--- config.mk ---
export PLATFORM = sky130hd
export DESIGN_NAME = mul_three_arbiter
export DESIGN_NICKNAME = d
export VERILOG_FILES = /design/src/rtl/mul_three_arbiter.sv
export SDC_FILE = /design/constraint.sdc
export NUM_CORES = 1
export LEC_CHECK = 0
export BUFFER_PORTS_ARGS = -buffer_cell sky130_fd_sc_hd__clkbuf_2
export CAP_MARGIN = 40
export CORE_MARGIN = 1.5
export CORE_UTILIZATION = 40
export CTS_BUF_LIST = sky130_fd_sc_hd__clkbuf_4 sky130_fd_sc_hd__clkbuf_8
export CTS_CLUSTER_DIAMETER = 30
export DETAILED_ROUTE_END_ITERATION = 10
export PLACE_DENSITY = 0.76
export SKIP_CTS_REPAIR_TIMING = 1
export SLEW_MARGIN = 20
export SYNTH_ARGS = -nofsm -noshare
export SYNTH_HDL_FRONTEND = slang
export SYNTH_SLANG_ARGS = --single-unit
--- constraint.sdc ---
create_clock -name clk -period 2.8 [get_ports clk]
set_input_delay 0.28 -clock clk [delete_from_list [all_inputs] [get_ports clk]]
set_output_delay 0.28 -clock clk [all_outputs]
set_load 0.05 [all_outputs]
--- src/rtl/mul_three_arbiter.sv ---
// Round-robin front end sharing one pipelined mul_three multiplier among NREQ requesters.
// Tracks requester IDs alongside the multiplier pipeline so that each result returns with its owner.
module mul_three_arbiter #(
  parameter int unsigned NREQ      = 4,
  parameter int unsigned ID_W      = 2,
  parameter int unsigned MUL_WIDTH = 17,
  parameter int unsigned RES_WIDTH = 32,
  parameter int unsigned MUL_LAT   = 10
) (
  input  logic                      clk,
  input  logic                      rst_n,
  input  logic [NREQ-1:0]           req,
  input  logic [NREQ*MUL_WIDTH-1:0] req_a,
  input  logic [NREQ*MUL_WIDTH-1:0] req_b,
  output logic [NREQ-1:0]           gnt,
  output logic [MUL_WIDTH-1:0]      mul_a,
  output logic [MUL_WIDTH-1:0]      mul_b,
  output logic                      mul_start,
  input  logic [RES_WIDTH-1:0]      mul_data,
  output logic                      rsp_valid,
  output logic [ID_W-1:0]           rsp_id,
  output logic [RES_WIDTH-1:0]      rsp_data,
  output logic                      busy
);

  localparam int unsigned TAGS  = MUL_LAT + 1;
  localparam int unsigned CNT_W = $clog2(MUL_LAT + 2);

  typedef enum logic [1:0] {IDLE, RUN, DRAIN} state_t;

  state_t               state;
  logic [ID_W-1:0]      ptr;
  logic [ID_W-1:0]      ptr_nx;
  logic [ID_W-1:0]      cand;
  logic [ID_W-1:0]      win;
  logic                 found;
  logic                 issue;
  logic [CNT_W-1:0]     cnt;
  logic [CNT_W-1:0]     cnt_nx;
  logic [TAGS-1:0]      tag_v;
  logic [ID_W-1:0]      tag_id [TAGS];
  logic [MUL_WIDTH-1:0] op_a [NREQ];
  logic [MUL_WIDTH-1:0] op_b [NREQ];

  for (genvar i = 0; i < NREQ; i++) begin : g_unpack
    assign op_a[i] = req_a[i*MUL_WIDTH +: MUL_WIDTH];
    assign op_b[i] = req_b[i*MUL_WIDTH +: MUL_WIDTH];
  end

  // Search begins at the pointer and wraps; first active request wins.
  always_comb begin
    found = 1'b0;
    win   = '0;
    cand  = '0;
    for (int unsigned k = 0; k < NREQ; k++) begin
      cand = ID_W'((32'(ptr) + k) % NREQ);
      if (!found && req[cand]) begin
        found = 1'b1;
        win   = cand;
      end
    end
  end

  assign issue  = found && rst_n;
  assign ptr_nx = (win == ID_W'(NREQ - 1)) ? '0 : win + 1'b1;
  assign cnt_nx = cnt + CNT_W'(issue) - CNT_W'(rsp_valid);

  always_comb begin
    gnt = '0;
    if (issue) gnt[win] = 1'b1;
  end

  always_ff @(posedge clk or negedge rst_n) begin
    if (!rst_n) begin
      state     <= IDLE;
      mul_start <= 1'b0;
      mul_a     <= '0;
      mul_b     <= '0;
      ptr       <= '0;
      cnt       <= '0;
    end else begin
      cnt <= cnt_nx;
      if (issue) begin
        mul_a <= op_a[win];
        mul_b <= op_b[win];
        ptr   <= ptr_nx;
      end else if (mul_start) begin
        mul_a <= '0;
        mul_b <= '0;
      end
      case (state)
        IDLE: begin
          if (issue) begin
            state     <= RUN;
            mul_start <= 1'b1;
          end
        end
        RUN: begin
          if (!issue) begin
            if (cnt_nx != '0) begin
              state <= DRAIN;
            end else begin
              state     <= IDLE;
              mul_start <= 1'b0;
            end
          end
        end
        DRAIN: begin
          if (issue) begin
            state <= RUN;
          end else if (cnt_nx == '0) begin
            state     <= IDLE;
            mul_start <= 1'b0;
          end
        end
        default: begin
          state     <= IDLE;
          mul_start <= 1'b0;
        end
      endcase
    end
  end

  // Extra leading stage mirrors the operand register, so tags stay aligned with the stalling multiplier.
  always_ff @(posedge clk or negedge rst_n) begin
    if (!rst_n) begin
      tag_v <= '0;
      for (int unsigned i = 0; i < TAGS; i++) tag_id[i] <= '0;
    end else if (issue || mul_start) begin
      tag_v     <= {tag_v[TAGS-2:0], issue};
      tag_id[0] <= issue ? win : '0;
      for (int unsigned i = 1; i < TAGS; i++) tag_id[i] <= tag_id[i-1];
    end
  end

  assign rsp_valid = tag_v[TAGS-1];
  assign rsp_id    = tag_id[TAGS-1];
  // Data is masked outside valid cycles so stale multiplier contents never leak out.
  assign rsp_data  = rsp_valid ? mul_data : '0;
  assign busy      = (state != IDLE);

endmodule

==> results of run 1 <==
## Yosys cell counts (2+ instances only)
library cell  instances
dfrtp_1              76
and3_1               68
a211oi_1             64
and2_1               36
nand2_1              36
o31ai_1              35
mux2_2               30
clkbuf_1             22
buf_2                 9
ha_1                  8
inv_1                 8
buf_6                 7
buf_4                 6
nor2_1                5
a211oi_2              4
nor2b_1               4
a21oi_1               3
o21ai_0               3
xnor2_1               3
a21o_1                2
inv_2                 2
nand3_1               2
## metal layers
| layer | up-vias | GRT usage [%] | share of wire (%) |
|---|---|---|---|
| li1 | 2096 | - | - |
| met1 | 2052 | 26.6 | 41 |
| met5 | - | 0 | 0 |
| met3 | 31 | 5.56 | 7.6 |
| met4 | 0 | 9.77 | 3.0 |
| met2 | 209 | 38.7 | 48 |
## cell families after synthesis
group           synth area share [%]
fa+ha+maj                       2.68
xor+xnor                       0.782
buf+inv                         6.65
simple gates                    19.8
compound gates                  20.1
flops                           42.5
mux                             7.54
## cell type report
cell class	instances	area, um2
inverter	11	46.3
clock inverter	6	71.3
timing repair buffer	261	1390
multi-input combinational	315	2290
sequential	76	1900
fill	994	4880
clock buffer	10	131
tap	140	175
## placed cells by master (no fill, tap or decap), types with 3 or more instances in the layout
master / instances
mux2_2: 30
inv_1: 8
ha_1: 8
clkbuf_2: 246
o21ai_0: 3
and2_1: 36
nand2_1: 36
xnor2_1: 3
nor2_1: 4
a21oi_1: 3
nor2b_1: 4
buf_4: 12
and3_1: 68
a211oi_2: 4
a211oi_1: 64
clkbuf_8: 9
dfrtp_1: 76
o31ai_1: 35
## worst max path at each step
stage	from	end	slack [ns]	cells past startpoint
2_1_floorplan	tag_v[10]	mul_start	0.34	8
3_3_place_gp	req[0]	gnt[1]	0.45	8
3_5_place_dp	req[0]	gnt[1]	0.42	8
4_1_cts	ptr[0]	gnt[1]	0.14	7
5_1_grt	ptr[0]	gnt[1]	0.05	7
6_report	ptr[0]	gnt[1]	0.17	7
## worst register-to-register path, cell delays in order (launching register included)
cell      delay (ns)
dfrtp_1         0.39
ha_1            0.29
inv_1           0.06
ha_1            0.15
inv_1           0.05
fa_1            0.49
inv_1           0.05
o41ai_1         0.55
o221ai_1        0.25
## report_power, final
part           total, mW  switching, mW  internal (mW)  leakage, nW
registers           1.81          0.264           1.55        0.955
logic               3.83           2.61           1.22         2.06
clock network      0.843          0.414          0.429       0.0969
## state kept, by name, indices dropped and copies added (netlist names)
register and cells:
cnt 4, mul_a 17, mul_b 17, mul_start 1, ptr 2, rsp_id 2
state 2, tag_id 20, tag_v 11
## stage by stage
step	util, %	area (um2)	setup WS [ns]	hold slack [ns]	std cells
6_report	55.1	6000	0.170	-0.00113	819
5_1_grt	55.1	6000	0.0474	0.0171	819
4_1_cts	55.1	6000	0.139	0.00298	819
3_5_place_dp	53.3	5800	0.420	0.383	803
3_3_place_gp	53.0	5770	0.449	0.464	802
2_1_floorplan	-	4480	0.340	-0.0156	446
==> impl_metrics.py, run 1 <==
metrics = {
    "route": {
        "ant_nets": 0,
        "wire_per_inst_um": 15.8,
        "num_vias": 4388,
        "drt-pass1-iter-count": 4,
        "drt_iter0_drc": 173,
        "wl_um": 12900,
        "vias_per_cell": 5.36,
        "drc": 0,
    },
    "setup_path": {
        "worst_setup_path_end_kind": "primary output",
        "crit_fanout": 43,
        "reg2reg_depth": 8,
        "rr_startpoint": "tag_v[10]",
        "cp_slowest_cell": "or4b_4",
        "start_kind": "register",
        "r2r-end": "mul_start",
        "path_cells": "nor2b_1 -> or4b_4 -> and2_4 -> clkinv_4 -> ha_1 -> and2_1 -> clkbuf_2",
        "slowest_delay_ns": 0.49,
        "critPathTopFamily": "simple AND/OR/NAND/NOR gates",
        "worstPathRequired_ns": 2.52,
        "path_class": "reg2out",
        "reg2reg_setup_slack_ns": 0.36,
        "arrival_ns": 2.35,
        "crit_buf_inv": 2,
    },
    "die": {
        "core_area_mm2": 0.0109,
        "pin_count": 249,
        "die_area_mm2": 0.0118,
        "dieHeight_um": 109,
        "initial_core_util_pct": 41.1,
        "die_w_um": 109,
        "num_rows": 38,
    },
    "layout": {
        "nNetsFinal": 857,
        "layout-drive-gt1-share_pct": 47.3,
        "syn2layout_area_growth_pct": 34.0,
        "antenna_cells": 0,
    },
    "clock_tree": {
        "cts.sinks": 76,
        "clk_pin_slew_ns": 0.08,
        "ctsRootBufferMaster": "clkbuf_8",
        "cts_made_buffers": 9,
        "clk_latency_ns": 0.34,
        "cts_tree": "built",
        "cts_max_path_buffers": 2,
        "cts.htree.levels": 3,
    },
    "sta": {
        "worst_pin_slew_ns": 0.524,
        "slew_headroom_pct": 64.6,
        "rsz0062_at_grt": "no",
        "fmax_mhz": 380,
        "finalSetupTns_ns": 0,
        "hold_viol_final": 2,
        "min_period_over_period_pct": 93.9,
        "slew_violations": 0,
        "finClkSkew_ns": 0.00753,
        "min_period_ns": 2.63,
        "hold_ws_ns": -0.00113,
        "setup_viol": 0,
    },
    "grt": {
        "grt_pass1_wl_um": 20600,
        "grt_overflow": 0,
        "grt_pass1_vias": 4335,
        "grt_usage_pct": 22.5,
        "antenna_found_initial": 0,
        "grt_max_degree": 69,
    },
    "yosys": {
        "synth-async-reset-ratio_pct": 100,
        "synth_top_area_share_pct": 42.5,
        "ys_types": 35,
        "syn-num-nets": 629,
        "syn_area_per_cell_um2": 10.0,
        "seq_area_frac_synth_pct": 42.5,
        "synthTopCellsByArea": "dfrtp_1 42%, a211oi_1 11%, and3_1 9.5%",
        "synthFlopType": "dfrtp_1",
        "ys_ff_latch": 76,
        "yosys_warnings": 0,
        "synth-edff-count": 0,
        "synth_top_area_cell": "dfrtp_1",
        "synth.cell_area_mm2": 0.00448,
        "synthCells": 446,
    },
    "worst_hold_path": {
        "min_path_type": "in2async",
    },
    "run_status": {
        "status": "complete, but fails checks",
        "failed_checks": "negative hold slack",
    },
    "power": {
        "vdd_drop_max_uv": 598,
        "total_power_mw": 6.48,
        "p_per_area_mw_per_mm2": 1080,
        "leakage_nw": 3.11,
    },
    "placed_design": {
        "place_congestion": 0.824,
        "hpwl_um": 9850,
        "io_buffer_count": 248,
    },
    "job": {
        "maxCapViolCount": 0,
    },
}
(Power assumes the default switching activity.)
==> run 2, diff against run 1 <==
- ABC_AREA: unset -> 1
- PLACE_DENSITY: 0.76 -> 0.75
- SLEW_MARGIN: 20 -> unset
==> run 2 against run 1 <==
  * The flow now finishes without violations
  * Register-to-register slack got worse by 0.24 ns
  * Clock skew rose by 0.0036 ns
  * Largest cell class unchanged
  * Synthesized area increased by 10%
==> impl_metrics.py, run 2 <==
metrics = {
    "setup_path": {
        "path_common_cell": "nand2_1",
        "arrival_ns": 2.90,
        "reg2reg_depth": 18,
        "worstSetupPathDepth": 18,
        "slowest_delay_ns": 0.47,
        "worst_setup_path_end_kind": "register",
        "cp_slowest_cell": "fa_1",
        "path_class": "reg2reg",
        "start_kind": "register",
        "crit_buf_inv": 5,
        "crit_fanout": 6,
        "worstPathRequired_ns": 3.02,
        "path_cells": "buf_4 -> nand2_1 -> nand3_1 -> nand2_2 -> inv_2 -> nand3b_1 -> nand2_1 -> inv_4 -> ha_1 -> inv_1 -> fa_1 -> inv_1 -> nor3_2 -> nand2_1 -> nand3_1 -> nand2_1 -> nand2_1 -> o21ai_1",
        "critPathTopFamily": "simple AND/OR/NAND/NOR gates",
    },
    "yosys": {
        "syn-num-nets": 882,
        "synth_common_cells": "279 x nand2_1, 157 x nand3_1, 76 x dfrtp_1",
        "yosysMostFrequentCell": "nand2_1",
        "ys_ff_latch": 76,
        "synth-async-reset-ratio_pct": 100,
        "synthTopCellsByArea": "dfrtp_1 39%, nand2_1 21%, nand3_1 16%",
        "ys_types": 32,
        "seq_area_frac_synth_pct": 38.5,
        "synth_top_area_cell": "dfrtp_1",
        "synthCells": 699,
        "yosys_warnings": 0,
        "synth.cell_area_mm2": 0.00494,
        "synth-edff-count": 0,
        "synth_top_area_share_pct": 38.5,
        "syn_area_per_cell_um2": 7.07,
        "synthFlopType": "dfrtp_1",
    },
    "sta": {
        "hold_viol_final": 0,
        "slew_headroom_pct": 51.3,
        "finClkSkew_ns": 0.0111,
        "fmax_mhz": 373,
        "setup_viol": 0,
        "min_period_over_period_pct": 95.7,
        "finalSetupTns_ns": 0,
        "min_period_ns": 2.68,
        "hold_ws_ns": 0.0242,
        "worst_pin_slew_ns": 0.730,
        "slew_violations": 0,
    },
    "clock_tree": {
        "cts_max_path_buffers": 2,
        "cts.htree.levels": 3,
        "clk_pin_slew_ns": 0.09,
        "cts_made_buffers": 9,
        "cts_tree": "built",
        "cts.sinks": 76,
        "ctsRootBufferMaster": "clkbuf_8",
        "clk_latency_ns": 0.35,
    },
    "run_status": {
        "status": "finished clean",
    },
    "power": {
        "pwr-share-comb_pct": 71.2,
        "p_per_area_mw_per_mm2": 1480,
        "switching_share_pct": 57.4,
        "vdd_drop_max_uv": 828,
        "clkPwrFrac_pct": 9.1,
        "pwr-share-seq_pct": 19.8,
        "netSwitchingPower_mw": 5.50,
        "p_int_mw": 4.08,
        "leakage_nw": 3.94,
    },
    "route": {
        "drc": 0,
        "wl_um": 14400,
        "vias_per_cell": 4.94,
        "drt_iter0_drc": 205,
        "ant_nets": 0,
        "wire_per_inst_um": 13.3,
        "num_vias": 5328,
        "drt-pass1-iter-count": 4,
    },
    "layout": {
        "largest_reg_flops": 20,
        "nNetsFinal": 1110,
        "final_common_cell": "nand2_1",
        "layout-drive-gt1-share_pct": 35.2,
        "antenna_cells": 0,
        "max_flop_register": "tag_id",
        "syn2layout_area_growth_pct": 31.1,
        "reg_top3": "tag_id: 20 flops, mul_a: 17 flops, mul_b: 17 flops",
        "fillers": 1174,
        "most-common-layout-cells": "278 x nand2_1, 243 x clkbuf_2, 157 x nand3_1",
        "fin_util_pct": 53.9,
    },
    "placed_design": {
        "place_congestion": 0.861,
        "hpwl_um": 10800,
        "io_buffer_count": 248,
    },
    "grt": {
        "grt_max_degree": 69,
        "grt_overflow": 0,
        "grt_pass1_vias": 4649,
        "grt_pass1_wl_um": 22000,
        "grt_usage_pct": 21.5,
        "antenna_found_initial": 0,
    },
    "die": {
        "num_rows": 40,
        "pin_count": 249,
        "die_area_mm2": 0.0130,
        "dieHeight_um": 114,
        "initial_core_util_pct": 41.1,
        "core_area_mm2": 0.0120,
        "die_w_um": 114,
    },
    "job": {
        "maxCapViolCount": 0,
    },
    "worst_hold_path": {
        "min_path_type": "in2async",
    },
}
-- run 2: changes by cell type in the layout (fill, tap and decap cells not counted), sizes merged, moves of 8 or more --
cell and delta:
a211oi -68, mux2 -30, buf +8, and3 -68
and2 -37, o31ai -35, nand2 +251, inv +57
nand3 +177, o21ai +13
-- run 2: per-stage QoR --
step / power [mW] / instances / cell area [um2] / setup slack (ns)
after detailed placement: 8.64 / 1060 / 6220 / 0.148
final: 9.58 / 1079 / 6480 / 0.120
after CTS: 9.52 / 1076 / 6430 / -0.0496
after floorplan: 7.26 / 699 / 4940 / 0.0889
after global placement: 8.57 / 1060 / 6220 / 0.222
after global routing: 10.4 / 1079 / 6480 / -0.0331
-- run 2: final timing paths --
check / start / endpoint / slack [ns]
worst max-delay path: ptr[0] / mul_start / 0.12
min in group clk: req_b[10] / mul_b[10] / 0.26
worst min-delay path: rst_n / tag_id[2] / 0.02
worst max register to register: ptr[0] / mul_start / 0.12
max in group asynchronous: rst_n / ptr[0] / 1.88
worst min register to register: tag_id[15] / tag_id[13] / 0.47
-- run 2: per-layer routing --
metal | routed length (um) | track usage, %
met2 | 7190 | 38.7
met5 | 0 | 0
met1 | 5810 | 25.7
met3 | 1110 | 4.55
met4 | 269 | 6.58
-- run 2: area by class of cell --
type                            count  area [um2]  share of cell area, %
Clock buffer                        9         124                   1.91
Clock inverter                      7        82.6                   1.27
Inverter                           65         251                   3.88
Multi-Input combinational cell    509        2470                   38.1
Sequential cell                    76        1900                   29.4
Tap cell                          147         184                   2.84
Timing Repair Buffer              266        1460                   22.6
-- run 2: cells by family (layout without fill, tap and decap cells) --
family / after synthesis / after routing / share of synthesized area [%]
compound gates: 19 / 19 / 2.10
flops: 76 / 76 / 38.5
buf+inv: 114 / 347 / 12.0
fa+ha+maj: 9 / 9 / 2.43
xor+xnor: 3 / 3 / 0.532
simple gates: 478 / 478 / 44.4
-- run 2: power groups by stage --
stage | logic [mW] | registers (mW) | clock network [mW]
2_1_floorplan | 4.66 | 2.60 | 0
3_3_place_gp | 6.67 | 1.90 | 0
3_5_place_dp | 6.74 | 1.90 | 0
4_1_cts | 6.74 | 1.89 | 0.885
5_1_grt | 7.53 | 1.95 | 0.937
6_report | 6.82 | 1.89 | 0.870
